File: src/rtl/graphics_command_engine.sv
// Graphics command front end: decodes host op-codes and operands, holds drawing
// state, runs clear/fill pixel engines and arbitrates the display-buffer write port.
module graphics_command_engine #(
  parameter int unsigned DISPLAY_WIDTH  = 640,
  parameter int unsigned DISPLAY_HEIGHT = 400,
  parameter int unsigned PIXEL_BITS     = 4,
  parameter int unsigned COLOR_BITS     = 10,
  localparam int unsigned ADDR_BITS = $clog2(DISPLAY_WIDTH * DISPLAY_HEIGHT),
  localparam int unsigned XY_BITS   = $clog2((DISPLAY_WIDTH > DISPLAY_HEIGHT) ? DISPLAY_WIDTH : DISPLAY_HEIGHT)
) (
  input  logic                  clock_in,
  input  logic                  reset_n_in,
  input  logic [7:0]            op_code_in,
  input  logic                  op_code_valid_in,
  input  logic [7:0]            operand_in,
  input  logic                  operand_valid_in,
  input  logic [31:0]           operand_count_in,
  output logic [XY_BITS-1:0]    cursor_x_out,
  output logic [XY_BITS-1:0]    cursor_y_out,
  output logic [XY_BITS-1:0]    sprite_width_out,
  output logic [1:0]            sprite_color_mode_out,
  output logic [PIXEL_BITS-1:0] sprite_pallet_offset_out,
  output logic                  sprite_enable_out,
  output logic                  sprite_data_valid_out,
  output logic [7:0]            sprite_data_out,
  input  logic                  sprite_write_enable_in,
  input  logic [ADDR_BITS-1:0]  sprite_write_address_in,
  input  logic [PIXEL_BITS-1:0] sprite_write_data_in,
  output logic                  sprite_ready_out,
  input  logic                  sprite_cursor_valid_in,
  input  logic [XY_BITS-1:0]    sprite_cursor_x_in,
  input  logic [XY_BITS-1:0]    sprite_cursor_y_in,
  output logic                  pallet_write_enable_out,
  output logic [PIXEL_BITS-1:0] pallet_write_index_out,
  output logic [COLOR_BITS-1:0] pallet_write_value_out,
  output logic                  pixel_write_enable_out,
  output logic [ADDR_BITS-1:0]  pixel_write_address_out,
  output logic [PIXEL_BITS-1:0] pixel_write_data_out,
  output logic                  show_buffer_out,
  output logic                  busy_out
);

  localparam int unsigned Y_BITS = COLOR_BITS - 6;
  localparam logic [7:0] OP_CLEAR  = 8'h10;
  localparam logic [7:0] OP_PALLET = 8'h11;
  localparam logic [7:0] OP_CURSOR = 8'h12;
  localparam logic [7:0] OP_WIDTH  = 8'h13;
  localparam logic [7:0] OP_MODE   = 8'h14;
  localparam logic [7:0] OP_OFFSET = 8'h15;
  localparam logic [7:0] OP_SPRITE = 8'h16;
  localparam logic [7:0] OP_FILL   = 8'h17;
  localparam logic [7:0] OP_SHOW   = 8'h19;
  localparam logic [XY_BITS:0]   W_EXT   = (XY_BITS+1)'(DISPLAY_WIDTH);
  localparam logic [XY_BITS:0]   H_EXT   = (XY_BITS+1)'(DISPLAY_HEIGHT);
  localparam logic [XY_BITS:0]   ONE_EXT = (XY_BITS+1)'(1);
  localparam logic [XY_BITS-1:0] X_MAX   = XY_BITS'(DISPLAY_WIDTH - 1);
  localparam logic [XY_BITS-1:0] Y_MAX   = XY_BITS'(DISPLAY_HEIGHT - 1);

  typedef enum logic [1:0] {S_IDLE, S_CLEAR, S_FILL} state_e;

  state_e                state_q, state_d;
  logic                  op_valid_q, op_valid_d;
  logic [7:0]            cmd_op_q, cmd_op_d;
  logic [7:0]            byte1_q, byte1_d;
  logic [XY_BITS-1:0]    x_hold_q, x_hold_d;
  logic [XY_BITS-1:0]    fw_q, fw_d, fh_q, fh_d;
  logic [Y_BITS-1:0]     pal_y_q, pal_y_d;
  logic [2:0]            pal_cb_q, pal_cb_d;
  logic [XY_BITS-1:0]    cur_x_q, cur_x_d, cur_y_q, cur_y_d;
  logic [XY_BITS-1:0]    spr_w_q, spr_w_d;
  logic [1:0]            spr_mode_q, spr_mode_d;
  logic [PIXEL_BITS-1:0] spr_off_q, spr_off_d;
  logic                  spr_en_q, spr_en_d, spr_dv_q, spr_dv_d;
  logic [7:0]            spr_data_q, spr_data_d;
  logic                  pal_we_q, pal_we_d;
  logic [PIXEL_BITS-1:0] pal_idx_q, pal_idx_d;
  logic [COLOR_BITS-1:0] pal_val_q, pal_val_d;
  logic                  pix_we_q, pix_we_d;
  logic [ADDR_BITS-1:0]  pix_addr_q, pix_addr_d;
  logic [PIXEL_BITS-1:0] pix_data_q, pix_data_d;
  logic                  show_q, show_d, show_pend_q, show_pend_d;
  logic [PIXEL_BITS-1:0] fill_color_q, fill_color_d, eng_color_q, eng_color_d;
  logic [XY_BITS-1:0]    x_q, x_d, y_q, y_d, x0_q, x0_d;
  logic [XY_BITS:0]      xend_q, xend_d, yend_q, yend_d;
  logic [ADDR_BITS-1:0]  row_base_q, row_base_d;

  logic                  cmd_start, cmd_end, op_beat, clear_go, fill_go;
  logic [XY_BITS-1:0]    xy_val, x_clamp, y_clamp, w_clamp;
  logic [XY_BITS:0]      xsum, ysum, fill_xend, fill_yend;

  // Operand value conditioning; sums carry one extra bit so clipping never wraps
  always_comb begin
    xy_val    = XY_BITS'({byte1_q, operand_in});
    x_clamp   = (xy_val > X_MAX) ? X_MAX : xy_val;
    y_clamp   = (xy_val > Y_MAX) ? Y_MAX : xy_val;
    if (xy_val == '0)                  w_clamp = XY_BITS'(1);
    else if ({1'b0, xy_val} > W_EXT)   w_clamp = XY_BITS'(DISPLAY_WIDTH);
    else                               w_clamp = xy_val;
    xsum      = {1'b0, cur_x_q} + {1'b0, fw_q};
    ysum      = {1'b0, cur_y_q} + {1'b0, xy_val};
    fill_xend = (xsum > W_EXT) ? W_EXT : xsum;
    fill_yend = (ysum > H_EXT) ? H_EXT : ysum;
  end

  assign cmd_start = op_code_valid_in && !op_valid_q;
  assign cmd_end   = !op_code_valid_in && op_valid_q;
  assign op_beat   = op_code_valid_in && operand_valid_in;
  assign clear_go  = cmd_end && (cmd_op_q == OP_CLEAR);
  assign fill_go   = op_beat && (op_code_in == OP_FILL) && (operand_count_in == 32'd5) &&
                     (fw_q != '0) && (fh_q != '0);

  // Next-state: command decode, engine FSM and write-port arbitration
  always_comb begin
    state_d = state_q;       op_valid_d = op_code_valid_in; cmd_op_d = cmd_op_q;
    byte1_d = byte1_q;       x_hold_d = x_hold_q;   fw_d = fw_q;          fh_d = fh_q;
    pal_y_d = pal_y_q;       pal_cb_d = pal_cb_q;   cur_x_d = cur_x_q;    cur_y_d = cur_y_q;
    spr_w_d = spr_w_q;       spr_mode_d = spr_mode_q; spr_off_d = spr_off_q;
    spr_en_d = op_code_valid_in && (op_code_in == OP_SPRITE);
    spr_dv_d = 1'b0;         spr_data_d = spr_data_q;
    pal_we_d = 1'b0;         pal_idx_d = pal_idx_q; pal_val_d = pal_val_q;
    pix_we_d = 1'b0;         pix_addr_d = pix_addr_q; pix_data_d = pix_data_q;
    show_d = 1'b0;           show_pend_d = show_pend_q;
    fill_color_d = fill_color_q; eng_color_d = eng_color_q;
    x_d = x_q; y_d = y_q; x0_d = x0_q; xend_d = xend_q; yend_d = yend_q; row_base_d = row_base_q;

    if (cmd_start) cmd_op_d = op_code_in;
    if (sprite_cursor_valid_in) begin
      cur_x_d = sprite_cursor_x_in;
      cur_y_d = sprite_cursor_y_in;
    end

    if (op_beat) begin
      byte1_d = operand_in;
      case (op_code_in)
        OP_CLEAR:  if (operand_count_in == 32'd1) fill_color_d = operand_in[PIXEL_BITS-1:0];
        OP_PALLET: begin
          if (operand_count_in == 32'd1) pal_idx_d = operand_in[PIXEL_BITS-1:0];
          if (operand_count_in == 32'd2) pal_y_d   = operand_in[7 -: Y_BITS];
          if (operand_count_in == 32'd3) pal_cb_d  = operand_in[7:5];
          if (operand_count_in == 32'd4) begin
            pal_val_d = {pal_y_q, pal_cb_q, operand_in[7:5]};
            pal_we_d  = 1'b1;
          end
        end
        OP_CURSOR: begin
          if (operand_count_in == 32'd2) x_hold_d = x_clamp;
          if (operand_count_in == 32'd4) begin
            cur_x_d = x_hold_q;
            cur_y_d = y_clamp;
          end
        end
        OP_WIDTH:  if (operand_count_in == 32'd2) spr_w_d    = w_clamp;
        OP_MODE:   if (operand_count_in == 32'd1) spr_mode_d = operand_in[1:0];
        OP_OFFSET: if (operand_count_in == 32'd1) spr_off_d  = operand_in[PIXEL_BITS-1:0];
        OP_SPRITE: begin
          spr_dv_d   = 1'b1;
          spr_data_d = operand_in;
        end
        OP_FILL: begin
          if (operand_count_in == 32'd2) fw_d = xy_val;
          if (operand_count_in == 32'd4) fh_d = xy_val;
        end
        default: ;
      endcase
    end

    // A show request waits until both engines have finished writing
    if (cmd_start && (op_code_in == OP_SHOW)) begin
      if (state_q != S_IDLE) show_pend_d = 1'b1;
      else                   show_d      = 1'b1;
    end
    if (show_pend_q && (state_q == S_IDLE)) begin
      show_d      = 1'b1;
      show_pend_d = 1'b0;
    end

    case (state_q)
      S_IDLE: begin
        if (sprite_write_enable_in) begin
          pix_we_d   = 1'b1;
          pix_addr_d = sprite_write_address_in;
          pix_data_d = sprite_write_data_in;
        end
        if (clear_go) begin
          state_d = S_CLEAR; eng_color_d = fill_color_q;
          x_d = '0; y_d = '0; x0_d = '0; xend_d = W_EXT; yend_d = H_EXT; row_base_d = '0;
        end else if (fill_go) begin
          state_d = S_FILL; eng_color_d = operand_in[PIXEL_BITS-1:0];
          x_d = cur_x_q; y_d = cur_y_q; x0_d = cur_x_q;
          xend_d = fill_xend; yend_d = fill_yend;
          row_base_d = ADDR_BITS'(32'(cur_y_q) * DISPLAY_WIDTH);
        end
      end
      S_CLEAR, S_FILL: begin
        pix_we_d   = 1'b1;
        pix_addr_d = row_base_q + ADDR_BITS'(x_q);
        pix_data_d = eng_color_q;
        if (({1'b0, x_q} + ONE_EXT) == xend_q) begin
          x_d        = x0_q;
          y_d        = y_q + XY_BITS'(1);
          row_base_d = row_base_q + ADDR_BITS'(DISPLAY_WIDTH);
          if (({1'b0, y_q} + ONE_EXT) == yend_q) state_d = S_IDLE;
        end else begin
          x_d = x_q + XY_BITS'(1);
        end
      end
      default: state_d = S_IDLE;
    endcase
  end

  always_ff @(posedge clock_in or negedge reset_n_in) begin
    if (!reset_n_in) begin
      state_q <= S_IDLE;  op_valid_q <= 1'b0;  cmd_op_q <= '0;  byte1_q <= '0;
      x_hold_q <= '0;     fw_q <= '0;          fh_q <= '0;
      pal_y_q <= '0;      pal_cb_q <= '0;      cur_x_q <= '0;   cur_y_q <= '0;
      spr_w_q <= XY_BITS'(25); spr_mode_q <= 2'b11; spr_off_q <= '0;
      spr_en_q <= 1'b0;   spr_dv_q <= 1'b0;    spr_data_q <= '0;
      pal_we_q <= 1'b0;   pal_idx_q <= '0;     pal_val_q <= '0;
      pix_we_q <= 1'b0;   pix_addr_q <= '0;    pix_data_q <= '0;
      show_q <= 1'b0;     show_pend_q <= 1'b0;
      fill_color_q <= '0; eng_color_q <= '0;
      x_q <= '0; y_q <= '0; x0_q <= '0; xend_q <= '0; yend_q <= '0; row_base_q <= '0;
    end else begin
      state_q <= state_d;  op_valid_q <= op_valid_d;  cmd_op_q <= cmd_op_d;  byte1_q <= byte1_d;
      x_hold_q <= x_hold_d; fw_q <= fw_d;            fh_q <= fh_d;
      pal_y_q <= pal_y_d;  pal_cb_q <= pal_cb_d;     cur_x_q <= cur_x_d;    cur_y_q <= cur_y_d;
      spr_w_q <= spr_w_d;  spr_mode_q <= spr_mode_d; spr_off_q <= spr_off_d;
      spr_en_q <= spr_en_d; spr_dv_q <= spr_dv_d;    spr_data_q <= spr_data_d;
      pal_we_q <= pal_we_d; pal_idx_q <= pal_idx_d;  pal_val_q <= pal_val_d;
      pix_we_q <= pix_we_d; pix_addr_q <= pix_addr_d; pix_data_q <= pix_data_d;
      show_q <= show_d;    show_pend_q <= show_pend_d;
      fill_color_q <= fill_color_d; eng_color_q <= eng_color_d;
      x_q <= x_d; y_q <= y_d; x0_q <= x0_d; xend_q <= xend_d; yend_q <= yend_d;
      row_base_q <= row_base_d;
    end
  end

  assign cursor_x_out             = cur_x_q;
  assign cursor_y_out             = cur_y_q;
  assign sprite_width_out         = spr_w_q;
  assign sprite_color_mode_out    = spr_mode_q;
  assign sprite_pallet_offset_out = spr_off_q;
  assign sprite_enable_out        = spr_en_q;
  assign sprite_data_valid_out    = spr_dv_q;
  assign sprite_data_out          = spr_data_q;
  assign sprite_ready_out         = (state_q == S_IDLE);
  assign pallet_write_enable_out  = pal_we_q;
  assign pallet_write_index_out   = pal_idx_q;
  assign pallet_write_value_out   = pal_val_q;
  assign pixel_write_enable_out   = pix_we_q;
  assign pixel_write_address_out  = pix_addr_q;
  assign pixel_write_data_out     = pix_data_q;
  assign show_buffer_out          = show_q;
  assign busy_out                 = (state_q != S_IDLE);

endmodule

File: config.mk
export PLATFORM = sky130hd
export DESIGN_NAME = graphics_command_engine
export DESIGN_NICKNAME = d
export VERILOG_FILES = /design/src/rtl/graphics_command_engine.sv
export SDC_FILE = /design/constraint.sdc
export NUM_CORES = 1
export LEC_CHECK = 0
export CELL_PAD_IN_SITES_DETAIL_PLACEMENT = 1
export CELL_PAD_IN_SITES_GLOBAL_PLACEMENT = 2
export CORE_UTILIZATION = 34
export CTS_CLUSTER_SIZE = 10
export DETAILED_ROUTE_END_ITERATION = 8
export PLACE_DENSITY_LB_ADDON = 0.12
export SETUP_SLACK_MARGIN = 0.3
export SLEW_MARGIN = 20
export SYNTH_ARGS = -nofsm -noshare
export SYNTH_HDL_FRONTEND = slang
export SYNTH_SLANG_ARGS = --single-unit
File: constraint.sdc
create_clock -name clock_in -period 3.11 [get_ports clock_in]
set_input_delay 0.622 -clock clock_in [delete_from_list [all_inputs] [get_ports clock_in]]
set_output_delay 0.622 -clock clock_in [all_outputs]
set_load 0.1 [all_outputs]
==> results of run 1 <==
-- power by group --
group | total [mW] | leakage [nW] | internal [mW] | switching (mW)
Sequential | 3.48 | 2.68 | 3.04 | 0.439
Combinational | 4.95 | 4.17 | 1.72 | 3.23
Clock | 2.71 | 0.353 | 1.55 | 1.16
-- layer usage --
layer	vias to the layer above	share of wire, %	global-route usage [%]
met4	0	1.8	4.94
met1	5059	46	29.3
met5	-	0	0
li1	4797	-	-
met3	44	3.8	3.14
met2	192	48	37.7
-- path summary, 6_finish.rpt --
path | cells after the start | slack, ns | to | from
worst max-delay path | 8 | 0.34 | state_q[1]$_DFFE_PN0P_ | x_q[0]$_DFFE_PN0P_
worst min-delay path | 1 | 0.06 | pixel_write_address_out[10]$_DFFE_PN0P_ | reset_n_in
worst max register to register | 8 | 0.34 | state_q[1]$_DFFE_PN0P_ | x_q[0]$_DFFE_PN0P_
worst min register to register | 2 | 0.47 | pixel_write_address_out[10]$_DFFE_PN0P_ | pixel_write_address_out[10]$_DFFE_PN0P_
max in group asynchronous | 2 | 2.21 | pal_cb_q[1]$_DFFE_PN0P_ | reset_n_in
min in group clock_in | 2 | 0.37 | cmd_op_q[7]$_DFFE_PN0P_ | op_code_in[7]
-- cell families (layout without fill, tap and decap cells) --
logic type	count (synthesis)	after routing	synth area share (%)
adders and majority gates	46	46	5.11
AOI/OAI and AO/OA	267	267	14.6
buffers and inverters	99	376	3.42
DFF	207	207	44.3
and+or+nand+nor	368	368	16.2
xor gates and xnor gates	59	59	4.48
other	0	1	0
muxes	130	130	11.9
-- through the flow --
stage          utilization, %  setup WS [ns]  cells  hold WS (ns)
3_5_place_dp             43.4         -0.324   1849         0.471
5_1_grt                  46.9          0.261   1901        0.0770
2_1_floorplan               -          0.197   1176         0.326
3_3_place_gp             43.4         -0.311   1849         0.462
4_1_cts                  45.7          0.252   1891        0.0699
6_report                 46.9          0.341   1902        0.0585
-- cell type report --
| class | instances | area [um^2] | area share, % |
|---|---|---|---|
| Sequential cell | 207 | 5210 | 33.0 |
| Multi-Input combinational cell | 870 | 6480 | 41.0 |
| Tap cell | 448 | 561 | 3.55 |
| Inverter | 27 | 105 | 0.666 |
| Antenna cell | 1 | 2.50 | 0.0158 |
| Timing Repair Buffer | 308 | 2710 | 17.1 |
| Clock inverter | 2 | 21.3 | 0.135 |
| Clock buffer | 39 | 709 | 4.49 |
-- sequential cells by signal (all words and copies together) (netlist names), 8 cells and up --
register,count
x_hold_q,10
x0_q,10
y_q,10
pallet_write_value_out,10
sprite_width_out,10
cmd_op_q,8
pixel_write_address_out,18
fh_q,10
xend_q,11
cursor_y_out,10
sprite_data_out,8
yend_q,11
x_q,10
cursor_x_out,10
fw_q,10
row_base_q,11
-- what timing repair did --
item                                    4_1_cts  5_1_grt
endpoints found under the setup margin       42      112
buffers inserted                              1        9
gates resized for setup                      17       72
pin swaps                                     5       26
-- cells in the final DEF (no fill, tap or decap), drive strengths merged, types with 15 or more instances in the layout --
master / netlist / final
nand4: 17 / 17
o21ai: 82 / 82
dlymetal6s2s: 0 / 15
nor2: 78 / 78
clkbuf: 57 / 40
a21oi: 63 / 63
a22o: 22 / 22
ha: 43 / 43
inv: 27 / 26
nand2: 100 / 100
nor4: 29 / 29
xnor2: 41 / 41
nand3: 29 / 29
mux2: 74 / 74
nor3: 36 / 36
xor2: 18 / 18
clkdlybuf4s50: 0 / 79
dfrtp: 202 / 202
mux2i: 56 / 56
buf: 15 / 213
==> flow_summary.ini, run 1 <==
[run_status]
status = finished clean

[final_layout]
drive_gt1_share_pct = 28.0
fill_cells = 3731
nNetsFinal = 1582
area_delta_synth_final_pct = 34.8
fin_area_um2 = 15800

[run]
cap_violations = 0

[worst_setup_path]
crit_fanout = 5
path_delay_family = simple AND/OR/NAND/NOR gates
cpPeakStageDelay_ns = 0.56
startpoint_type = flip-flop
worstPathCellList = ha_4 -> and3_4 -> xnor2_2 -> xnor2_1 -> or4_4 -> o31a_1 -> or3_4 -> mux2i_1
worstSetupPathType = reg -> reg
required_ns = 3.51
cp-end-kind = flip-flop
worst_path_max_delay_cell = or4_4
crit_buf_inv = 0
cp_data_arrival_time_ns = 3.17

[logic_synthesis]
synth_cells = 1176
synthTopCellsByCount = dfrtp_1 (202), nand2_1 (100), nor2_1 (77)
ys_seq_area_share_pct = 44.3
yosysWarnings = 0
synth.distinct_cells = 73
synthTopCellsByArea = dfrtp_1 (43%), mux2_2 (7.1%), mux2i_1 (4.8%), ha_1 (4.6%), nand2_1 (3.2%)
yosys.area.top_type = dfrtp_1
synth.avg_cell_area_um2 = 9.96
ys_dominant_reg_cell = dfrtp_1
syn_area_um2 = 11700
synth_edf_count = 0
yosys.area.top_type_share_pct = 43.2
ys_ff_latch = 207
synth.most_common_cell = dfrtp_1
syn-num-nets = 1318
async_flop_share_pct = 100

[grt]
grt_pass1_vias = 10800
grt_pass1_wl_um = 61600
grt_usage_pct = 22.0
grt_start_max_net_pins = 56
grt_antenna_before_repair = 2
grt-ovfl-total = 0

[timing]
finalSetupViolCount = 0
tns_ns = 0
maxSlewHeadroom_pct = 60.0
period_share_pct = 89.0
hold_viol = 0
rsz0062_at_grt = true
fmax_ghz = 0.361
tightest_slew_ns = 0.588
drv_slew = 0
period_minus_slack_ns = 2.77
skew_ns = 0.0113

[die]
start_util_pct = 34.8
io_pins = 183
core_um2 = 33700
die_h_um = 188
rows = 67
die_area_um2 = 35200
dieWidth_um = 188

[clock_tree]
cts_made_buffers = 26
cts_tree = built
path_clk_slew_ns = 0.05
worstSkewPairLatency_ns = 0.54
ctsHoldBuffers = 0
h-tree-depth = 1
cts_num_sinks = 207
cts_root_buf = clkbuf_16
clock_path_buffers = 3

[drt]
drt-total-wl_um = 38700
drc = 0
drt_iter0_drc = 314
postRouteAntennaNets = 0
num_vias = 10100
wl_per_cell_um = 20.4
drt_first_pass_iters = 4
vias_per_cell = 5.31

[hold_path]
min_path_type = in -> async

[placed_design]
dp_hpwl_um = 28500
portBuffers = 182
place_congestion = 0.821
dpl_cell_area_um2 = 14600

[power]
p_total_mw = 11.1
vdd_drop_max_mv = 0.648
powerDensity_nw_per_um2 = 705
p_leak_nw = 7.21
Note: power is estimated with default switching activity, not from simulation.
==> inputs of run 2 (changes only) <==
CORE_UTILIZATION = 30   (was 34)
==> run 2 against run 1 <==
Clock skew up 0.0092 ns; global-route usage down 1.2 points; combinational power up 3%; die area rose by 13%; fmax decreased by 0.64%.
==> flow_summary.ini, run 2 (synthesized netlist as in run 1, its figures left out) <==
[worst_setup_path]
worstPathCellList = buf_4 -> nand3_2 -> xnor2_1 -> nand4_1 -> or4_4 -> buf_6 -> nor3_4 -> buf_12 -> mux2_4 -> o211ai_1
required_ns = 3.57
cp_data_arrival_time_ns = 3.24
cpPeakStageDelay_ns = 0.58
r2r-end = x_q[6]$_DFFE_PN0P_
crit_fanout = 6
crit_start = x_q[0]$_DFFE_PN0P_
cp-end-kind = flip-flop
path_depth = 10
timing.rr.start = x_q[0]$_DFFE_PN0P_
r2r_cells = 10
startpoint_type = flip-flop
reg2reg_slack_ns = 0.32
worstSetupPathType = reg -> reg
path_delay_family = simple AND/OR/NAND/NOR gates
crit_path_end = x_q[6]$_DFFE_PN0P_
crit_buf_inv = 3
worst_path_max_delay_cell = or4_4

[placed_design]
place_congestion = 0.850
place_inst = 1930
dpl_cell_area_um2 = 14800
portBuffers = 182
dp_hpwl_um = 30200

[timing]
finalSetupViolCount = 0
fmax_ghz = 0.359
tightest_slew_ns = 0.668
rsz0062_at_grt = true
period_share_pct = 89.6
hold_viol = 0
holdWs_ns = 0.0810
drv_slew = 0
maxSlewHeadroom_pct = 55.5
period_minus_slack_ns = 2.79
skew_ns = 0.0205

[drt]
drt-total-wl_um = 40900
drt_first_pass_iters = 4
wl_per_cell_um = 20.5
vias_per_cell = 5.11
postRouteAntennaNets = 0
num_vias = 10200
drc = 0
drt_iter0_drc = 352

[die]
start_util_pct = 30.4
rows = 72
die_area_um2 = 39800
dieWidth_um = 200
core_um2 = 38600
io_pins = 183
die_h_um = 200

[clock_tree]
cts_tree = built
worstSkewPairLatency_ns = 0.56
cts_made_buffers = 28
cts_root_buf = clkbuf_16
clock_path_buffers = 3
cts_num_sinks = 207
h-tree-depth = 1
path_clk_slew_ns = 0.05

[final_layout]
nNetsFinal = 1601
antennaDiodeCount = 0
stdcell_count = 1997
area_delta_synth_final_pct = 37.8
final_util_pct = 41.9
final_cell_mix = buf_4 (214), dfrtp_1 (190), nand2_1 (100)
fin_area_um2 = 16100
fill_cells = 4356
drive_gt1_share_pct = 29.0
final_common_cell = buf_4
largest_reg_flops = 18

[grt]
grt_start_max_net_pins = 71
use_met2_pct = 34.9
grt-ovfl-total = 0
top_usage_layer = met2
grt_pass1_wl_um = 63700
grt_usage_pct = 20.8
use_met3_pct = 3.17
grt_util_met1_pct = 28.1
grt_antenna_before_repair = 1
grt_pass1_vias = 10800

[power]
power.internal_mw = 6.58
sw_frac_of_total_pct = 42.9
seqPwrFrac_pct = 29.7
p_sw_mw = 4.93
vdd_drop_max_mv = 0.437
powerDensity_nw_per_um2 = 713
combPwrFrac_pct = 44.1
p_total_mw = 11.5
p_clk_share_pct = 26.1
p_leak_nw = 7.30

[run]
cap_violations = 0

[run_status]
status = finished clean

[hold_path]
min_path_type = in -> async
==> run 2: through the flow <==
| step | TNS, ns | worst slack (ns) |
|---|---|---|
| floorplan | 0 | 0.197 |
| global placement | -22.11 | -0.349 |
| detailed placement | -30.28 | -0.421 |
| CTS | 0 | 0.300 |
| global route | 0 | 0.223 |
| finish | 0 | 0.323 |
==> run 2: timing repair <==
action / 4_1_cts / 5_1_grt
hold buffers: 0 / 0
gates resized for setup: 24 / 55
buffers inserted: 6 / 10
pin swaps: 6 / 31
cloned: 0 / 1
endpoints found under the setup margin: 63 / 75
==> run 2: power groups by stage <==
stage	sequential (mW)	combinational, mW	clock, mW
2_1_floorplan	4.50	2.28	0
3_3_place_gp	3.44	4.87	0
3_5_place_dp	3.45	4.93	0
4_1_cts	3.41	5.02	3.11
5_1_grt	3.47	5.48	3.21
6_report	3.42	5.08	3.01
==> run 2: area by class of cell <==
| cell class | count | area [um^2] | share of cell area (%) |
|---|---|---|---|
| Multi-Input combinational cell | 870 | 6480 | 40.1 |
| Sequential cell | 207 | 5200 | 32.2 |
| Timing Repair Buffer | 325 | 2850 | 17.7 |
| Clock buffer | 47 | 822 | 5.09 |
| Tap cell | 518 | 648 | 4.02 |
| Inverter | 27 | 105 | 0.651 |
| Clock inverter | 3 | 30.0 | 0.186 |
==> run 2: worst min-delay path by stage <==
| stage | startpoint | to | slack (ns) |
|---|---|---|---|
| global placement | pixel_write_address_out[14]$_DFFE_PN0P_ | pixel_write_address_out[14]$_DFFE_PN0P_ | 0.46 |
| detailed placement | pixel_write_address_out[14]$_DFFE_PN0P_ | pixel_write_address_out[14]$_DFFE_PN0P_ | 0.47 |
| global route | reset_n_in | pixel_write_address_out[12]$_DFFE_PN0P_ | 0.11 |
| CTS | reset_n_in | pixel_write_address_out[12]$_DFFE_PN0P_ | 0.09 |
| floorplan | reset_n_in | byte1_q[0]$_DFFE_PN0P_ | 0.33 |
| finish | reset_n_in | pixel_write_address_out[12]$_DFFE_PN0P_ | 0.08 |
==> run 2: routing by layer <==
layer / up-vias / part of all wire, %
li1: 4854 / -
met1: 5083 / 47
met2: 205 / 47
met3: 60 / 3.8
met4: 2 / 2.2
met5: - / 0.027
==> run 2: worst reg2reg max path, cell delays in order (launching register included) <==
cell and delay [ns]:
dfrtp_1 0.38, buf_4 0.18, nand3_2 0.13, xnor2_1 0.21
nand4_1 0.15, or4_4 0.58, buf_6 0.16, nor3_4 0.25
buf_12 0.16, mux2_4 0.30, o211ai_1 0.19
